`config.mk`:
```
export PLATFORM = sky130hd
export DESIGN_NAME = hash_msg_sender
export DESIGN_NICKNAME = d
export VERILOG_FILES = /design/src/rtl/hash_msg_sender.sv
export SDC_FILE = /design/constraint.sdc
export NUM_CORES = 1
export LEC_CHECK = 0
export CORE_MARGIN = 2
export CORE_UTILIZATION = 54
export CTS_CLUSTER_SIZE = 20
export DETAILED_ROUTE_END_ITERATION = 10
export MAX_ROUTING_LAYER = met4
export PLACE_DENSITY = 0.81
export SETUP_SLACK_MARGIN = 0.5
export SKIP_CTS_REPAIR_TIMING = 1
export SLEW_MARGIN = 20
export SYNTH_ARGS = -nofsm -noshare
export SYNTH_HDL_FRONTEND = slang
export SYNTH_SLANG_ARGS = --single-unit
```
`constraint.sdc`:
```
create_clock -name clk -period 4 [get_ports clk]
set_input_delay 0.8 -clock clk [delete_from_list [all_inputs] [get_ports clk]]
set_output_delay 0.8 -clock clk [all_outputs]
set_load 0.01 [all_outputs]
```
`src/rtl/hash_msg_sender.sv`:
```
// rtl/hash_msg_sender.sv - byte FIFO plus launch/stream/wait sequencer feeding a hash core
// Define HASH_SENDER_CHECK_EN to add the expected/match digest compare ports.
module hash_msg_sender #(
   parameter int FIFO_DEPTH = 8
) (
   input  logic        clk,
   input  logic        rst,
   input  logic        start,
   input  logic [63:0] msg_len,
   input  logic        in_valid,
   input  logic [7:0]  in_data,
   output logic        in_ready,
   output logic        m_valid,
   output logic [7:0]  message,
   output logic [63:0] counter,
   input  logic        hash_ready,
   input  logic [31:0] digest_in,
   output logic [31:0] digest,
   output logic        digest_valid,
`ifdef HASH_SENDER_CHECK_EN
   input  logic [31:0] expected,
   output logic        match,
`endif
   output logic        busy
);

   localparam int AW = $clog2(FIFO_DEPTH);

   typedef enum logic [1:0] {IDLE, LAUNCH, STREAM, WAIT} state_t;

   state_t        state_q, state_d;
   logic [7:0]    mem_q [FIFO_DEPTH];
   logic [AW-1:0] wr_ptr_q, rd_ptr_q;
   logic [AW:0]   count_q;
   logic          full, empty, push, pop;
   logic [63:0]   counter_q, counter_d;
   logic [63:0]   sent_q, sent_d;
   logic          m_valid_q, m_valid_d;
   logic [7:0]    message_q, message_d;
   logic [31:0]   digest_q, digest_d;
   logic          digest_valid_q, digest_valid_d;

   assign full     = (count_q == (AW+1)'(FIFO_DEPTH));
   assign empty    = (count_q == '0);
   // A full FIFO refuses a push even when a pop frees a slot in the same cycle.
   assign push     = in_valid && !full;
   assign in_ready = !full;

   always_ff @(posedge clk) begin
      if (push) begin
         mem_q[wr_ptr_q] <= in_data;
      end
   end

   always_ff @(posedge clk) begin
      if (rst) begin
         wr_ptr_q <= '0;
         rd_ptr_q <= '0;
         count_q  <= '0;
      end else begin
         if (push) begin
            wr_ptr_q <= wr_ptr_q + AW'(1);
         end
         if (pop) begin
            rd_ptr_q <= rd_ptr_q + AW'(1);
         end
         count_q <= count_q + (AW+1)'(push) - (AW+1)'(pop);
      end
   end

   always_comb begin
      state_d        = state_q;
      counter_d      = counter_q;
      sent_d         = sent_q;
      m_valid_d      = 1'b0;
      message_d      = message_q;
      digest_d       = digest_q;
      digest_valid_d = 1'b0;
      pop            = 1'b0;
      case (state_q)
         IDLE: begin
            if (start) begin
               counter_d = msg_len;
               sent_d    = '0;
               state_d   = LAUNCH;
            end
         end
         LAUNCH: begin
            // An empty message still gives the core one strobe carrying a zero byte.
            if (counter_q == 64'd0) begin
               m_valid_d = 1'b1;
               message_d = 8'h00;
               state_d   = WAIT;
            end else if (!empty) begin
               pop       = 1'b1;
               m_valid_d = 1'b1;
               message_d = mem_q[rd_ptr_q];
               sent_d    = 64'd1;
               state_d   = (counter_q == 64'd1) ? WAIT : STREAM;
            end
         end
         STREAM: begin
            if (!empty) begin
               pop       = 1'b1;
               m_valid_d = 1'b1;
               message_d = mem_q[rd_ptr_q];
               sent_d    = sent_q + 64'd1;
               if (sent_q + 64'd1 == counter_q) begin
                  state_d = WAIT;
               end
            end
         end
         WAIT: begin
            if (hash_ready) begin
               digest_d       = digest_in;
               digest_valid_d = 1'b1;
               state_d        = IDLE;
            end
         end
         default: state_d = IDLE;
      endcase
   end

   always_ff @(posedge clk) begin
      if (rst) begin
         state_q        <= IDLE;
         counter_q      <= '0;
         sent_q         <= '0;
         m_valid_q      <= 1'b0;
         message_q      <= '0;
         digest_q       <= '0;
         digest_valid_q <= 1'b0;
      end else begin
         state_q        <= state_d;
         counter_q      <= counter_d;
         sent_q         <= sent_d;
         m_valid_q      <= m_valid_d;
         message_q      <= message_d;
         digest_q       <= digest_d;
         digest_valid_q <= digest_valid_d;
      end
   end

`ifdef HASH_SENDER_CHECK_EN
   logic [31:0] expected_q;
   logic        match_q;

   always_ff @(posedge clk) begin
      if (rst) begin
         expected_q <= '0;
         match_q    <= 1'b0;
      end else begin
         if (state_q == IDLE && start) begin
            expected_q <= expected;
         end
         if (state_q == WAIT && hash_ready) begin
            match_q <= (digest_in == expected_q);
         end
      end
   end

   assign match = match_q;
`endif

   assign m_valid      = m_valid_q;
   assign message      = message_q;
   assign counter      = counter_q;
   assign digest       = digest_q;
   assign digest_valid = digest_valid_q;
   assign busy         = (state_q != IDLE);

endmodule

```
==> impl_metrics.toml, run 1 <==
[die]
coreArea_sq_um = 23470
fp.dieArea_sq_um = 25160
std_cell_rows = 56
die_w_um = 158.6
design.portCount = 217
start_util_pct = 54.99
die_y_um = 158.6

[routing]
wire_per_inst_um = 21.73
vias = 12580
detail-route-antenna-nets = 0
wl_mm = 43.94
firstDrtPassIters = 6
drt-initial-drc-count = 1437
via_per_inst = 6.222
drc = 0

[sta]
slew_violations = 0
setup_tns_ns = 0
holdWs_ns = 0.4518
fmax_ghz = 0.2929
tightest_slew_ns = 1.094
timing.slew.headroom_pct = 26.90
rsz0062_at_grt = "true"
post-route-period-util_pct = 85.36
layout_min_cycle_time_ns = 3.415
setup_violations = 0
fin_worst_skew_ns = 0.01854
hold_violations = 0

[worst_setup_path]
worstPathCellList = "nand2_1 -> nor4_1 -> and4b_1 -> nand2_1 -> xnor2_1 -> nand4_1 -> nor4_4 -> buf_4 -> mux2i_1 -> nand3_1"
max_stage_delay_ns = 0.56
path_class = "flip-flop to flip-flop"
required_ns = 4.45
crit_arrival_ns = 3.87
slowest_stage = "nor4_1"
worst_setup_path_start_kind = "flip-flop"
worstRegToRegCells = 10
crit_path_frequent_cell = "nand2_1"
crit_fanout = 9
crit_path_end_kind = "flip-flop"

[logic_synthesis]
syn_area_per_cell_sq_um = 8.634
synthesis.area_sq_um = 12910
seq_area_frac_synth_pct = 43.58
synthesis.nets = 1620
netlist.area_leader.share_pct = 28.69
synth_area_leader_cell = "dfxtp_1"
synth_cell_type_count = 74
synth_edf_count = 64
yosys_warnings = 0
synth_ff_type = "dfxtp_1"
syn_inst = 1495
yosys_register_bits = 249
ys_top_cells_by_area = "dfxtp_1 (29%), edfxtp_1 (15%), a21oi_1 (7.7%)"
ys_async_sr_fraction_pct = 0

[cts]
cts_tree = "yes"
cts_root_buffer = "clkbuf_16"
path_clk_slew_ns = 0.06
cts_made_buffers = 27
htree_levels = 1
cts_sinks = 249
clk_path_buf_depth = 3
insertion_delay_ns = 0.57

[place]
globalplace.congestion = 0.9933
hpwl_mm = 30.58
io_buffer_count = 216

[grt]
grt_antenna_before_repair = 0
overflow = 0
track_usage_pct = 35.04
grt_max_degree = 100
grt_pass1_wl_mm = 65.88
grt_pass1_vias = 11940

[final_layout]
layout.nets = 1808
antenna_cells = 0
drive_gt1_share_pct = 9.219
num-fill-cells = 1852
final_cell_mix = "nand2_1 (248), clkdlybuf4s50_1 (215), a21oi_1 (199)"
syn_to_final_growth_pct = 27.37
final_common_cell = "nand2_1"

[hold_path]
worst_hold_path_type = "flip-flop to flip-flop"
whs_path_depth = 2

[run]
drv_cap = 0

[power_and_ir_drop]
ir_drop_uv = 423.1
power_density_nw_per_um2 = 497.0
p_leak_nw = 5.630

[status]
status = "completed"
-- synth_stat cells (3+ instances only) --
library cell    n
nand2_1       249
a21oi_1       199
dfxtp_1       185
nor2_1         93
clkbuf_1       86
edfxtp_1       64
xnor2_1        63
o21ai_0        54
nand4_1        48
nand3_1        42
nor3_1         36
xor2_1         35
nor4_1         31
or3_1          31
and4_1         22
inv_1          22
or4_1          21
and3_1         18
mux4_2         16
ha_1           15
mux2i_1        14
buf_2          12
a21o_1         11
and2_1         10
nand2b_1        9
nand3b_1        9
buf_1           6
nor2b_1         6
nand4b_1        5
or2_2           5
a211o_1         4
a311oi_1        4
nor4_4          4
a211oi_1        3
a22o_1          3
a31oi_1         3
nor4b_1         3
o22ai_1         3
-- layout make-up --
class	instances	area (sq um)	share of cell area [%]
multi-input cells	1119	6887	41.89
flip-flops and latches	249	5632	34.26
repair buffers	264	2561	15.58
clock buffers	28	679.4	4.133
well taps	319	399.1	2.428
clock inverters	21	198.9	1.210
inverters	22	82.58	0.5023
-- logic make-up (layout without fill, tap and decap cells) --
logic type / after synthesis / count (layout) / synth area share, %
multiplexers: 30 / 30 / 3.877
buffers and inverters: 128 / 335 / 3.926
AND/OR/NAND/NOR: 659 / 660 / 26.48
adder cells (fa/ha/maj): 16 / 16 / 1.609
flip-flops: 249 / 249 / 43.58
AO/OA/AOI/OAI: 315 / 315 / 13.87
XOR/XNOR: 98 / 98 / 6.650
-- critical path: cells and delay by family (launching register included) --
kind | cells | cell delay [ns]
buf+inv | 1 | 0.18
xor+xnor | 1 | 0.31
flops | 1 | 0.52
simple gates | 7 | 2.11
mux | 1 | 0.18
-- worst paths after layout --
kind	start	to	slack [ns]
worst max-delay path	sent_q[25]	state_q[1]	0.59
worst max register to register	sent_q[25]	state_q[1]	0.59
worst min-delay path	digest[19]	digest[19]	0.45
worst min register to register	digest[19]	digest[19]	0.45
-- through the flow --
step | instances | area [sq um] | util (%) | setup slack (ns) | power (mW)
floorplan | 1495 | 12910 | - | 0.7192 | 4.528
global placement | 1966 | 15420 | 65.70 | 0.4854 | 5.548
detailed placement | 1966 | 15420 | 65.70 | 0.3463 | 5.596
CTS | 2015 | 16300 | 69.45 | 0.3252 | 8.121
global route | 2022 | 16440 | 70.04 | 0.4585 | 8.507
finish | 2022 | 16440 | 70.04 | 0.5855 | 8.170
-- registers in the layout, summed over array words and instances (netlist names), 3 cells and up, named ones only --
name,flops
counter,64
sent_q,64
wr_ptr_q,3
mem_q,64
rd_ptr_q,3
count_q,4
message,8
digest,32
-- where the power goes --
part           leakage (nW)  internal, mW  switching [mW]
clock                 0.424          1.43            1.09
sequential             2.09          2.80           0.278
combinational          3.12          1.09            1.48
total                  5.63          5.33            2.84
-- metal layers --
metal | part of all wire (%) | up-vias | global-route usage (%) | routed length (um)
met5 | 0 | - | - | 0
met4 | 4.7 | 0 | 14.46 | 2081
met3 | 10 | 160 | 9.145 | 4573
met2 | 46 | 705 | 54.57 | 20300
met1 | 39 | 5931 | 43.50 | 16980
li1 | - | 5784 | - | -
(Power assumes the default switching activity.)
==> inputs of run 2 (changes only) <==
CORE_UTILIZATION = 45   (was 54)
CTS_CLUSTER_DIAMETER = 150   (was not set)
PLACE_DENSITY = 0.69   (was 0.81)
==> run 2 against run 1 <==
  * Register-to-register slack better by 0.05 ns
  * First-iteration DRC count down 11%
  * Sequential power about the same
  * Sequential share of layout area up 0.66 points
  * Clock-buffer cell count down 7
  * Final cell count up 2.1%
  * Largest power group unchanged
==> impl_metrics.toml, run 2 (same netlist as run 1, synthesis figures left out) <==
[die]
fp.dieArea_sq_um = 30050
die_y_um = 173.4
die_w_um = 173.4
coreArea_sq_um = 28470
start_util_pct = 45.34
design.portCount = 217
std_cell_rows = 62

[place]
io_buffer_count = 216
hpwl_mm = 31.34
globalplace.congestion = 1.037

[grt]
track_usage_pct = 28.66
grt_pass1_vias = 11650
grt_antenna_before_repair = 0
grt_pass1_wl_mm = 66.11
grt_max_degree = 80
overflow = 0

[routing]
wire_per_inst_um = 21.22
drc = 0
drt-initial-drc-count = 1279
firstDrtPassIters = 6
via_per_inst = 5.951
detail-route-antenna-nets = 0
vias = 12290
wl_mm = 43.81

[sta]
tightest_slew_ns = 0.9736
hold_violations = 0
fin_worst_skew_ns = 0.02584
post-route-period-util_pct = 84.07
rsz0062_at_grt = "true"
holdWs_ns = 0.4564
timing.slew.headroom_pct = 34.66
layout_min_cycle_time_ns = 3.363
setup_tns_ns = 0
fmax_ghz = 0.2974
slew_violations = 0
setup_violations = 0

[hold_path]
worst_hold_path_type = "flip-flop to flip-flop"
min_from = "digest[6]"
whs_path_depth = 2
hold_end = "digest[6]"

[worst_setup_path]
crit_path_end_kind = "flip-flop"
ff2ff_setup_slack_ns = 0.64
path_class = "flip-flop to flip-flop"
r2r_start = "sent_q[20]"
worstRegToRegCells = 10
crit_arrival_ns = 3.76
required_ns = 4.40
reg2reg_to = "state_q[1]"
crit_fanout = 7
worst_setup_path_start_kind = "flip-flop"

[final_layout]
syn_to_final_growth_pct = 25.28
num-fill-cells = 2615
multi_input_area_sq_um = 6914
antenna_cells = 0
layout.nets = 1801
final_cell_mix = "nand2_1 (247), clkdlybuf4s50_1 (215), a21oi_1 (199)"
final_common_cell = "nand2_1"
drive_gt1_share_pct = 8.864
regArea_sq_um = 5647

[status]
status = "completed"

[cts]
clk_path_buf_depth = 3
path_clk_slew_ns = 0.09
cts_sinks = 249
htree_levels = 1
cts_root_buffer = "clkbuf_16"
insertion_delay_ns = 0.51
cts_tree = "yes"
cts_made_buffers = 16

[power_and_ir_drop]
p_leak_nw = 5.465
ir_drop_uv = 527.3
power_density_nw_per_um2 = 448.9

[run]
drv_cap = 0
[run 2: changes by cell type in the layout (fill, tap and decap cells not counted), moves of 4 or more]
cell and delta:
clkbuf_16 -11, dfxtp_1 -10, dfxtp_2 +9, clkinv_2 -7
clkbuf_1 +4, clkinv_1 -4
[run 2: cell type report]
class / instances / area share, %
Timing Repair Buffer: 268 / 16.05
Inverter: 22 / 0.5107
Tap cell: 384 / 2.971
Sequential cell: 249 / 34.92
Multi-Input combinational cell: 1119 / 42.76
Clock inverter: 2 / 0.2012
Clock buffer: 21 / 2.592
[run 2: critical path: stages (launching register included)]
cell and delay [ns]:
dfxtp_2 0.40, nand4_1 0.29, or4_4 0.72, nor4_4 0.38, xnor2_1 0.15, nor4_1 0.32, nand4_1 0.21, nor4_4 0.35
buf_4 0.17, mux2i_1 0.18, nand3_1 0.08
[run 2: how the worst max path moves through the flow]
stage | end | slack [ns] | depth (start not counted) | startpoint
after floorplan | state_q[0] | 0.72 | 10 | sent_q[0]
after global placement | count_q[2] | 0.17 | 12 | counter[13]
after detailed placement | count_q[2] | 0.15 | 12 | counter[25]
after CTS | count_q[2] | 0.11 | 12 | counter[25]
after global routing | count_q[2] | 0.46 | 12 | counter[17]
final | state_q[1] | 0.64 | 10 | sent_q[20]
[run 2: power breakdown]
| part | internal (mW) | total, mW | switching [mW] |
|---|---|---|---|
| sequential | 2.80 | 3.07 | 0.275 |
| clock | 0.752 | 1.64 | 0.892 |
| combinational | 1.08 | 2.54 | 1.46 |
[run 2: per-layer routing]
metal | global-route usage [%] | part of all wire [%]
met1 | 36.48 | 41
met2 | 45.08 | 46
met3 | 5.044 | 8.2
met4 | 12.22 | 4.3
met5 | - | 0
[run 2: per-stage QoR]
stage	setup WS [ns]	cells	area (sq um)	util (%)	power, mW
finish	0.6371	2065	16170	56.80	7.260
global route	0.4551	2065	16170	56.80	7.626
CTS	0.1057	2055	15960	56.04	7.261
detailed placement	0.1509	2032	15500	54.46	5.620
global placement	0.1668	2032	15500	54.46	5.595
floorplan	0.7192	1495	12910	-	4.528
==> inputs of run 3 (changes only) <==
clock period = 3.4 ns   (was 4 ns; I/O delays follow)
==> run 3 against run 2 <==
  * Sequential share of layout area decreased by 1.6 points
  * Global-route usage increased by 0.060 points
  * Clock skew decreased by 0.0074 ns
  * Combinational power increased by 35%
  * Critical path type unchanged
  * Largest power group unchanged
==> impl_metrics.toml, run 3 (same netlist as run 1, synthesis figures left out) <==
[status]
status = "completed"

[worst_setup_path]
crit_arrival_ns = 3.59
crit_path_end_kind = "flip-flop"
ff2ff_setup_slack_ns = 0.21
required_ns = 3.81
worst_setup_path_start_kind = "flip-flop"
crit_fanout = 5
path_class = "flip-flop to flip-flop"
reg2reg_to = "state_q[0]"
r2r_start = "sent_q[1]"
worstRegToRegCells = 10

[place]
dpl.cell_count = 2109
io_buffer_count = 216
globalplace.congestion = 0.9963
pre_cts_ws_ns = -0.03127
hpwl_mm = 32.06

[sta]
setup_violations = 0
layout_setup_ws_ns = 0.2113
holdWs_ns = 0.4551
post-route-period-util_pct = 93.79
tightest_slew_ns = 0.9102
hold_violations = 0
slew_violations = 0
layout_min_cycle_time_ns = 3.189
rsz0062_at_grt = "true"
fmax_ghz = 0.3136
fin_worst_skew_ns = 0.01839
timing.slew.headroom_pct = 38.92

[run]
drv_cap = 0

[final_layout]
syn_to_final_growth_pct = 32.11
layout.nets = 1888
final_cell_mix = "nand2_1 (248), clkdlybuf4s50_1 (215), a21oi_1 (198)"
drive_gt1_share_pct = 15.26
fin_cells = 2153
post-route-util_pct = 59.89
antenna_cells = 0
final_common_cell = "nand2_1"

[routing]
drc = 0
detail-route-antenna-nets = 0
vias = 12450
via_per_inst = 5.782
firstDrtPassIters = 5
wire_per_inst_um = 20.45
drt-initial-drc-count = 1114
wl_mm = 44.03

[die]
die_y_um = 173.4
fp.dieArea_sq_um = 30050
die_w_um = 173.4
start_util_pct = 45.34
design.portCount = 217
coreArea_sq_um = 28470
std_cell_rows = 62

[grt]
track_usage_pct = 28.72
grt_max_degree = 60
grt_antenna_before_repair = 0
overflow = 0
grt_pass1_vias = 11870
grt_pass1_wl_mm = 67.03

[hold_path]
worst_hold_path_type = "flip-flop to flip-flop"
min_from = "digest[7]"
hold_end = "digest[7]"
whs_path_depth = 2

[cts]
clk_path_buf_depth = 3
cts_sinks = 249
insertion_delay_ns = 0.52
cts_tree = "yes"
path_clk_slew_ns = 0.09
htree_levels = 1
cts_root_buffer = "clkbuf_16"
cts_made_buffers = 16

[power_and_ir_drop]
p_leak_nw = 6.017
power_density_nw_per_um2 = 523.8
ir_drop_uv = 448.9
run 3: changes by cell type in the layout (fill, tap and decap cells not counted), moves of 4 or more:
cell | previous run | this run
nor4_1 | 26 | 19
dfxtp_1 | 170 | 161
nor4_2 | 6 | 11
dfxtp_4 | 1 | 8
buf_6 | 2 | 6
buf_4 | 48 | 133
nor3_4 | 0 | 4
run 3: how the worst max path moves through the flow:
stage	from	to	slack, ns	cells past startpoint
after global placement	hash_ready	state_q[1]	0.06	10
after detailed placement	hash_ready	state_q[0]	-0.03	9
after global routing	sent_q[3]	state_q[0]	0.13	10
after floorplan	counter[28]	count_q[2]	0.50	13
after CTS	counter[25]	count_q[2]	0.04	13
final	sent_q[1]	state_q[0]	0.21	10
run 3: critical path, cell delays in order, from the launching register on:
cell and delay, ns:
dfxtp_4 0.39, ha_4 0.17, and3_4 0.22, nand4_1 0.25
or4_4 0.60, a22o_4 0.26, a2111oi_4 0.20, nand4_1 0.20
nor4_4 0.31, a31oi_1 0.16, a2111oi_2 0.32
run 3: area by class of cell:
class,count,area (sq um)
multi-input combinational,1118,7094
fill,2572,11420
inverter,22,82.58
timing repair buffer,356,3263
clock inverter,2,32.53
clock buffer,22,422.9
tap,384,480.5
sequential,249,5675
run 3: power breakdown:
| group | internal (mW) | switching [mW] |
|---|---|---|
| clock | 0.889 | 1.04 |
| combinational | 1.51 | 1.91 |
| sequential | 3.29 | 0.279 |
run 3: stage by stage:
step | TNS, ns | total power [mW] | cell area (sq um)
2_1_floorplan | 0 | 5.349 | 13020
3_3_place_gp | 0 | 6.722 | 16150
3_5_place_dp | -0.03127 | 6.764 | 16150
4_1_cts | 0 | 8.698 | 16610
5_1_grt | 0 | 9.376 | 17050
6_report | 0 | 8.932 | 17050
run 3: metal layers:
layer	up-vias	share of wire, %	GRT usage, %
li1	5892	-	-
met1	5909	41	37.16
met2	551	47	46.37
met3	97	8.0	3.772
met4	0	4.0	10.28
met5	-	0	-
==> RTL change, RTL diff (config.mk and constraints of run 2) <==
The parameter `FIFO_DEPTH` goes from 8 to 4.
--- a/src/rtl/hash_msg_sender.sv
+++ b/src/rtl/hash_msg_sender.sv
@@ -1,7 +1,7 @@
 // rtl/hash_msg_sender.sv - byte FIFO plus launch/stream/wait sequencer feeding a hash core
 // Define HASH_SENDER_CHECK_EN to add the expected/match digest compare ports.
 module hash_msg_sender #(
-   parameter int FIFO_DEPTH = 8
+   parameter int FIFO_DEPTH = 4
 ) (
    input  logic        clk,
    input  logic        rst,
Check against the original RTL: no difference found for any inputs over 4 cycles, from zero or initial values and one cycle with rst high; that may be too few to reach the edited logic, so the function may still have changed.
==> RTL change against run 2 <==
  * Sequential share of layout area shrank 3.3 points
  * Setup slack lost 55 ps
  * Cell area shrank 9.8%
  * Hold slack lost 1.0 ps
  * Total power shrank 14%
  * Global-route usage grew 1.1 points
  * Synthesized area shrank 10%
  * First-iteration DRC count shrank 14%
  * Clock power shrank 13%
  * Sequential cell count shrank 36
  * Wire length shrank 8.5%
==> RTL change: results (changes against run 2) <==
* Routed wl met2 at 18600 um (-8.4%)
* First DRT Iteration DRCs at 1105 (-14%)
* Syn Area/Cell at 8.05 um^2 (-6.7%)
* First-pass GRT wire length at 61500 um (-6.9%)
* Hold slack at 455 ps (-1.00 ps)
* Post-Synth Adder-Cell Area at 1.69% (+0.077 points)
* Final Power at 6.27 mW (-14%)
* Compound-Gate Fraction of Synth Area at 15.6% (+1.7 points)
* Pin count of the biggest net entering global routing at 79 (-1.3%)
* Worst-path fanout max at 9 (+2)
* Sequential share of the synthesized area at 39.6% (-4.0 points)
* Num CTS Buffers at 14 (-2)
* Status: finished clean
* Met1 WL at 17200 um (-4.5%)
* Routed WL at 40100 um (-8.5%)
* Number of flops mapped to enable cells by yosys at 32 (-50%)
* CP Data Arrival Time at 3820 ps (+60 ps)
* Post-synth cell types at 71 (-4.1%)
* Final #Nets at 1729 (-4.0%)
* Layout cell share with drive strength beyond 1 at 7.90% (-0.96 points)
* Slew at the pin closest to its max-slew limit at 869 ps (-105 ps)
* GPL Wtd Cong at 0.991 (-4.4%)
* Max Clock Freq at 0.293 GHz (-1.6%)
* Internal cell power at 3.96 mW (-15%)
* P_leak at 5.03 nW (-8.0%)
* Synth Area in XOR/XNOR at 6.74% (+0.085 points)
* DPL Wire Length at 29600 um (-5.7%)
* Pre-CTS WS at -58.1 ps (-209 ps)
RTL change: layout make-up:
| cell class | count | area [um^2] |
|---|---|---|
| well taps | 330 | 413 |
| repair buffers | 260 | 2540 |
| clock inverters | 2 | 25.0 |
| fillers | 2285 | 10600 |
| flip-flops and latches | 213 | 4600 |
| clock buffers | 16 | 358 |
| inverters | 23 | 86.3 |
| multi-input cells | 1093 | 6550 |
RTL change: worst min path at each step:
| stage | start | to |
|---|---|---|
| 2_1_floorplan | sent_q[63] | sent_q[63] |
| 3_3_place_gp | digest[15] | digest[15] |
| 3_5_place_dp | digest[2] | digest[2] |
| 4_1_cts | digest[2] | digest[2] |
| 5_1_grt | digest[24] | digest[24] |
| 6_report | digest[2] | digest[2] |
RTL change: per-layer routing:
metal / GRT usage [%] / vias to the layer above
li1: - / 5463
met1: 39.9 / 5478
met2: 46.5 / 519
met3: 5.07 / 67
met4: 8.74 / 0
met5: - / -
